### src/rtl/bus_rbtr_rr_bp.sv
// Single-bus arbiter/router: grants one pending source FIFO, pops its head packet and
// pushes it to the decoded destination (or broadcast), honouring destination backpressure.
module bus_rbtr_rr_bp #(
    parameter int unsigned     drvrs     = 4,
    parameter int unsigned     pckg_sz   = 16,
    parameter int unsigned     id_w      = 8,
    parameter logic [id_w-1:0] broadcast = '1,
    parameter int unsigned     cnt_w     = 16
) (
    input  logic                     clk,
    input  logic                     reset,
    input  logic                     mode,
    input  logic [drvrs-1:0]         pndng,
    input  logic [drvrs*pckg_sz-1:0] D_pop,
    output logic [drvrs-1:0]         pop,
    input  logic [drvrs-1:0]         full,
    output logic [drvrs-1:0]         push,
    output logic [pckg_sz-1:0]       D_push,
    output logic                     busy,
    output logic [id_w-1:0]          src_id,
    output logic [cnt_w-1:0]         drop_cnt
);

    typedef enum logic {IDLE, XFER} state_t;

    state_t             state_q, state_d;
    logic [pckg_sz-1:0] pkt_q, pkt_d;
    logic [pckg_sz-1:0] dpush_q, dpush_d;
    logic [drvrs-1:0]   pop_q, pop_d;
    logic [drvrs-1:0]   push_q, push_d;
    logic [id_w-1:0]    src_q, src_d;
    logic [id_w-1:0]    ptr_q, ptr_d;
    logic [cnt_w-1:0]   drop_q, drop_d;

    logic               found;
    logic [id_w-1:0]    win;
    logic [pckg_sz-1:0] win_pkt;
    logic [id_w-1:0]    dest;
    logic [drvrs-1:0]   targets;
    logic               is_drop;

    // Round-robin is two ascending passes: indices above the pointer, then the wrap-around part.
    always_comb begin
        found   = 1'b0;
        win     = '0;
        win_pkt = '0;
        if (mode) begin
            for (int unsigned i = 0; i < drvrs; i++) begin
                if (!found && pndng[i]) begin
                    found   = 1'b1;
                    win     = id_w'(i);
                    win_pkt = D_pop[i*pckg_sz +: pckg_sz];
                end
            end
        end else begin
            for (int unsigned i = 0; i < drvrs; i++) begin
                if (!found && pndng[i] && (id_w'(i) > ptr_q)) begin
                    found   = 1'b1;
                    win     = id_w'(i);
                    win_pkt = D_pop[i*pckg_sz +: pckg_sz];
                end
            end
            for (int unsigned i = 0; i < drvrs; i++) begin
                if (!found && pndng[i] && (id_w'(i) <= ptr_q)) begin
                    found   = 1'b1;
                    win     = id_w'(i);
                    win_pkt = D_pop[i*pckg_sz +: pckg_sz];
                end
            end
        end
    end

    assign dest = pkt_q[pckg_sz-1 -: id_w];

    always_comb begin
        targets = '0;
        is_drop = 1'b0;
        if (dest == broadcast) begin
            for (int unsigned i = 0; i < drvrs; i++) targets[i] = (id_w'(i) != src_q);
        end else if ((dest < id_w'(drvrs)) && (dest != src_q)) begin
            for (int unsigned i = 0; i < drvrs; i++) targets[i] = (dest == id_w'(i));
        end else begin
            is_drop = 1'b1;
        end
    end

    always_comb begin
        state_d = state_q;
        pkt_d   = pkt_q;
        dpush_d = dpush_q;
        pop_d   = '0;
        push_d  = '0;
        src_d   = src_q;
        ptr_d   = ptr_q;
        drop_d  = drop_q;
        case (state_q)
            IDLE: begin
                if (found) begin
                    pkt_d   = win_pkt;
                    src_d   = win;
                    ptr_d   = win;
                    state_d = XFER;
                    for (int unsigned i = 0; i < drvrs; i++) pop_d[i] = (win == id_w'(i));
                end
            end
            XFER: begin
                if (is_drop) begin
                    if (drop_q != '1) drop_d = drop_q + 1'b1;
                    state_d = IDLE;
                end else if ((full & targets) == '0) begin
                    push_d  = targets;
                    dpush_d = pkt_q;
                    state_d = IDLE;
                end
            end
            default: state_d = IDLE;
        endcase
    end

    always_ff @(posedge clk or negedge reset) begin
        if (!reset) begin
            state_q <= IDLE;
            pkt_q   <= '0;
            dpush_q <= '0;
            pop_q   <= '0;
            push_q  <= '0;
            src_q   <= '0;
            ptr_q   <= id_w'(drvrs - 1);
            drop_q  <= '0;
        end else begin
            state_q <= state_d;
            pkt_q   <= pkt_d;
            dpush_q <= dpush_d;
            pop_q   <= pop_d;
            push_q  <= push_d;
            src_q   <= src_d;
            ptr_q   <= ptr_d;
            drop_q  <= drop_d;
        end
    end

    assign pop      = pop_q;
    assign push     = push_q;
    assign D_push   = dpush_q;
    assign busy     = (state_q == XFER);
    assign src_id   = src_q;
    assign drop_cnt = drop_q;

endmodule

### config.mk
export PLATFORM = sky130hd
export DESIGN_NAME = bus_rbtr_rr_bp
export DESIGN_NICKNAME = d
export VERILOG_FILES = /design/src/rtl/bus_rbtr_rr_bp.sv
export SDC_FILE = /design/constraint.sdc
export NUM_CORES = 1
export LEC_CHECK = 0
export BUFFER_PORTS_ARGS = -buffer_cell sky130_fd_sc_hd__buf_2
export CAP_MARGIN = 25
export CORE_AREA = 2 2 116 90
export CTS_BUF_LIST = sky130_fd_sc_hd__clkbuf_4 sky130_fd_sc_hd__clkbuf_8
export CTS_CLUSTER_DIAMETER = 60
export DETAILED_ROUTE_END_ITERATION = 8
export DIE_AREA = 0 0 118 92
export GPL_ROUTABILITY_DRIVEN = 0
export GPL_TIMING_DRIVEN = 0
export PLACE_DENSITY = 0.73
export RECOVER_POWER = 50
export SLEW_MARGIN = 20
export SYNTH_ARGS = -nofsm -noshare
export SYNTH_HDL_FRONTEND = slang
export SYNTH_SLANG_ARGS = --single-unit
### constraint.sdc
create_clock -name clk -period 2.89 [get_ports clk]
set_input_delay 0.578 -clock clk [delete_from_list [all_inputs] [get_ports clk]]
set_output_delay 0.578 -clock clk [all_outputs]
set_load 0.05 [all_outputs]
==> load_flow_metrics.sql <==
INSERT INTO impl_metrics (metric_group, metric, value, unit) VALUES
('run_status', 'status', 'completed', ''),
('floorplan', 'initial_utilization', '0.432', ''),
('yosys', 'synth_warn', '0', ''),
('critical_path', 'setup.worst_path.end_class', 'flop', ''),
('floorplan', 'rows', '32', ''),
('floorplan', 'placeableCoreArea', '9890', 'sq um'),
('cells_and_area', 'finish.instance_area', '5220', 'sq um'),
('critical_path', 'critical_path.max_fanout', '10', ''),
('power', 'share_comb_of_total_power', '0.508', ''),
('cells_and_area', 'n_fill_cell', '957', ''),
('critical_path', 'criticalPathCategory', 'input port to flop', ''),
('critical_path', 'worst_ep_required_time', '3.13', 'ns'),
('critical_path', 'rr_worst_depth', '7', ''),
('sta', 'timing.final.crit_share', '0.952', ''),
('power', 'power.share.clock', '0.178', ''),
('global_route', 'global_route_wire_length_before_repair', '24.5', 'mm'),
('place', 'port_buffers', '117', ''),
('floorplan', 'boundaryPins', '124', ''),
('critical_path', 'cp_data_arrival_time', '2.99', 'ns'),
('cells_and_area', 'layout-drive-gt1-share', '0.238', ''),
('sta', 'timing.hold.ws', '0.326', 'ns'),
('power', 'cellPowerDensity', '851', 'nW/um^2'),
('power', 'power_frac_seq', '0.314', ''),
('sta', 'worst_clock_skew', '0.0100', 'ns'),
('place', 'place_area', '5070', 'sq um'),
('power', 'power_report.internal_total', '2230', 'uW'),
('yosys', 'synth.most_common_cell', 'sky130_fd_sc_hd__dfrtp_1', ''),
('power', 'total_switching_power', '2220', 'uW'),
('cells_and_area', 'n_antenna_cell', '0', ''),
('sta', 'setup_viol', '0', ''),
('drt', 'post_drt_wl_per_cell', '19.9', 'um'),
('yosys', 'synth.largest_area_cell', 'sky130_fd_sc_hd__dfrtp_1', ''),
('flow_run', 'max_cap_violations', '0', ''),
('yosys', 'mappedNetlistArea', '4270', 'sq um'),
('drt', 'dr.pass1.iters', '8', ''),
('yosys', 'total_of_flip_flops_plus_latches_after_synthesis', '61', ''),
('sta', 'slew_headroom', '0.240', ''),
('critical_path', 'worstSetupStartpointType', 'input port', ''),
('power', 'vdd.ir_drop.worst', '0.250', 'mV'),
('sta', 'shortest_period_the_worst_path_allows', '2.75', 'ns'),
('global_route', 'grt_pass1_vias', '4884', ''),
('cells_and_area', 'nets', '694', ''),
('yosys', 'yosys-top-cells-area', 'sky130_fd_sc_hd__dfrtp_1, sky130_fd_sc_hd__nand2_1, sky130_fd_sc_hd__a21oi_1', ''),
('power', 'power_switching_share', '0.498', ''),
('cells_and_area', 'areaGrowthSynthToFinish', '22.3', '%'),
('sta', 'timing.final.hold_violations', '0', ''),
('power', 'p_leak', '0.00230', 'uW'),
('global_route', 'grt_total_usage', '0.284', ''),
('yosys', 'netlist_top_cells_count', 'sky130_fd_sc_hd__dfrtp_1, sky130_fd_sc_hd__nand2_1, sky130_fd_sc_hd__a21oi_1', ''),
('drt', 'ant_nets', '0', ''),
('drt', 'vias', '4808', ''),
('drt', 'dr.first_iter.drc_count', '600', ''),
('yosys', 'synth.yosys.seq_area_share', '0.358', ''),
('sta', 'rsz0062_at_grt', 'no', ''),
('sta', 'worst-slew-pin-transition', '1.14', 'ns'),
('yosys', 'synth_cell_type_count', '54', ''),
('drt', 'route.final.wire_length', '15.1', 'mm'),
('clock_tree', 'cts_made_buffers', '9', ''),
('drt', 'via_per_instance_ratio', '6.33', ''),
('clock_tree', 'h-tree-depth', '3', ''),
('yosys', 'synth_async_sr_flop_share', '1.00', ''),
('sta', 'timing.final.max_slew_violations', '0', ''),
('global_route', 'overall_overflow_remaining_after_global_route', '0', ''),
('yosys', 'postSynth.topFlopCell', 'sky130_fd_sc_hd__dfrtp_1', ''),
('clock_tree', 'ctsLongestPathBuffers', '2', ''),
('worst_hold_path', 'hold_path.class', 'input port to async pin', ''),
('clock_tree', 'post_cts_buffers', '0', ''),
('clock_tree', 'clock_sinks', '61', ''),
('clock_tree', 'cts_tree', 'built', ''),
('clock_tree', 'clkLatencyLatePin', '0.36', 'ns'),
('floorplan', 'chipWidth', '118', 'um');
## layout by cell type (no fill, tap or decap), types with 4 or more instances in the layout
master	n
sky130_fd_sc_hd__a221oi_1	15
sky130_fd_sc_hd__a21o_1	16
sky130_fd_sc_hd__nand2b_1	6
sky130_fd_sc_hd__nor2b_1	5
sky130_fd_sc_hd__xnor2_1	14
sky130_fd_sc_hd__nor3b_1	15
sky130_fd_sc_hd__buf_4	7
sky130_fd_sc_hd__nand4_1	8
sky130_fd_sc_hd__and2_1	4
sky130_fd_sc_hd__nor3_1	7
sky130_fd_sc_hd__clkbuf_8	9
sky130_fd_sc_hd__mux2_1	8
sky130_fd_sc_hd__nand3_1	29
sky130_fd_sc_hd__nor2_1	28
sky130_fd_sc_hd__conb_1	6
sky130_fd_sc_hd__o221ai_1	15
sky130_fd_sc_hd__a221o_1	16
sky130_fd_sc_hd__a21oi_1	37
sky130_fd_sc_hd__mux2_2	11
sky130_fd_sc_hd__dfrtp_1	59
sky130_fd_sc_hd__nand3b_1	16
sky130_fd_sc_hd__a22oi_1	17
sky130_fd_sc_hd__buf_2	101
sky130_fd_sc_hd__inv_1	6
sky130_fd_sc_hd__nand2_1	50
sky130_fd_sc_hd__o311ai_0	13
sky130_fd_sc_hd__clkbuf_1	53
## flip-flops by register name, summed over array words and instances, names as in the netlist
signal    flops
D_push       16
busy          1
drop_cnt     16
pkt_q        16
pop           4
ptr_q         2
push          4
src_id        2
## worst paths after layout
check,from,end,slack (ns)
worst max-delay path,pndng[0],pkt_q[6]$_DFFE_PN0P_,0.14
worst min-delay path,reset,pkt_q[15]$_DFFE_PN0P_,0.33
worst max register to register,ptr_q[0]$_DFFE_PN1P_,pkt_q[12]$_DFFE_PN0P_,0.19
worst min register to register,drop_cnt[9]$_DFFE_PN0P_,drop_cnt[9]$_DFFE_PN0P_,0.49
max in group asynchronous,reset,pkt_q[12]$_DFFE_PN0P_,0.93
min in group clk,full[1],push[1]$_DFF_PN0_,0.40
## area by class of cell
| class | count | area [sq um] | area share |
|---|---|---|---|
| Multi-Input combinational cell | 373 | 2510 | 0.480 |
| Tap cell | 136 | 170 | 0.0326 |
| Timing Repair Buffer | 118 | 563 | 0.108 |
| Sequential cell | 61 | 1530 | 0.293 |
| Inverter | 6 | 22.5 | 0.00431 |
| Buffer | 49 | 231 | 0.0443 |
| Clock inverter | 7 | 75.1 | 0.0144 |
| Clock buffer | 9 | 124 | 0.0237 |
## layer usage
layer	up-vias	global-route usage	routed length [um]
met5	-	0	0
met4	0	0.116	422
met3	59	0.0840	1890
met2	374	0.427	6560
met1	2263	0.383	6210
li1	2112	-	-
## per-stage QoR
stage,instances,utilization,setup WS (ns)
2_1_floorplan,489,-,0.483
5_1_grt,759,0.528,0.0156
6_report,759,0.528,0.138
3_3_place_gp,742,0.510,-0.0600
4_1_cts,759,0.533,0.144
3_5_place_dp,743,0.513,-0.0772
## worst max-delay path, cell delays in order
cell and delay, ns:
sky130_fd_sc_hd__buf_2 0.11, sky130_fd_sc_hd__nor4b_2 0.96, sky130_fd_sc_hd__and3_1 0.26, sky130_fd_sc_hd__clkbuf_1 0.32, sky130_fd_sc_hd__buf_2 0.34, sky130_fd_sc_hd__a21o_1 0.13, sky130_fd_sc_hd__o221ai_1 0.13, sky130_fd_sc_hd__o311ai_0 0.16
## logic make-up (layout without fill, tap and decap cells)
family | Yosys count | in the layout | synth area share
adder cells (fa/ha/maj) | 1 | 1 | 0.00293
AND/OR/NAND/NOR | 181 | 181 | 0.225
other | 1 | 6 | 0.000878
AO/OA/AOI/OAI | 151 | 151 | 0.273
multiplexers | 19 | 19 | 0.0501
XOR/XNOR | 15 | 15 | 0.0308
buffers and inverters | 55 | 189 | 0.0589
flip-flops | 61 | 61 | 0.358
## what timing repair did
item / CTS / global route
setup endpoints to repair: 0 / 9
hold buffers: 0 / 0
resized for setup: 0 / 4
endpoints found under the hold margin: 0 / 0
## power by group through the flow
stage	sequential, uW	combinational (uW)	clock [uW]
after global routing	1440	2420	833
final	1390	2260	792
after detailed placement	1400	2230	0
after CTS	1390	2250	800
after floorplan	1880	1100	0
after global placement	1390	2190	0
Note: power is estimated with default switching activity, not from simulation.
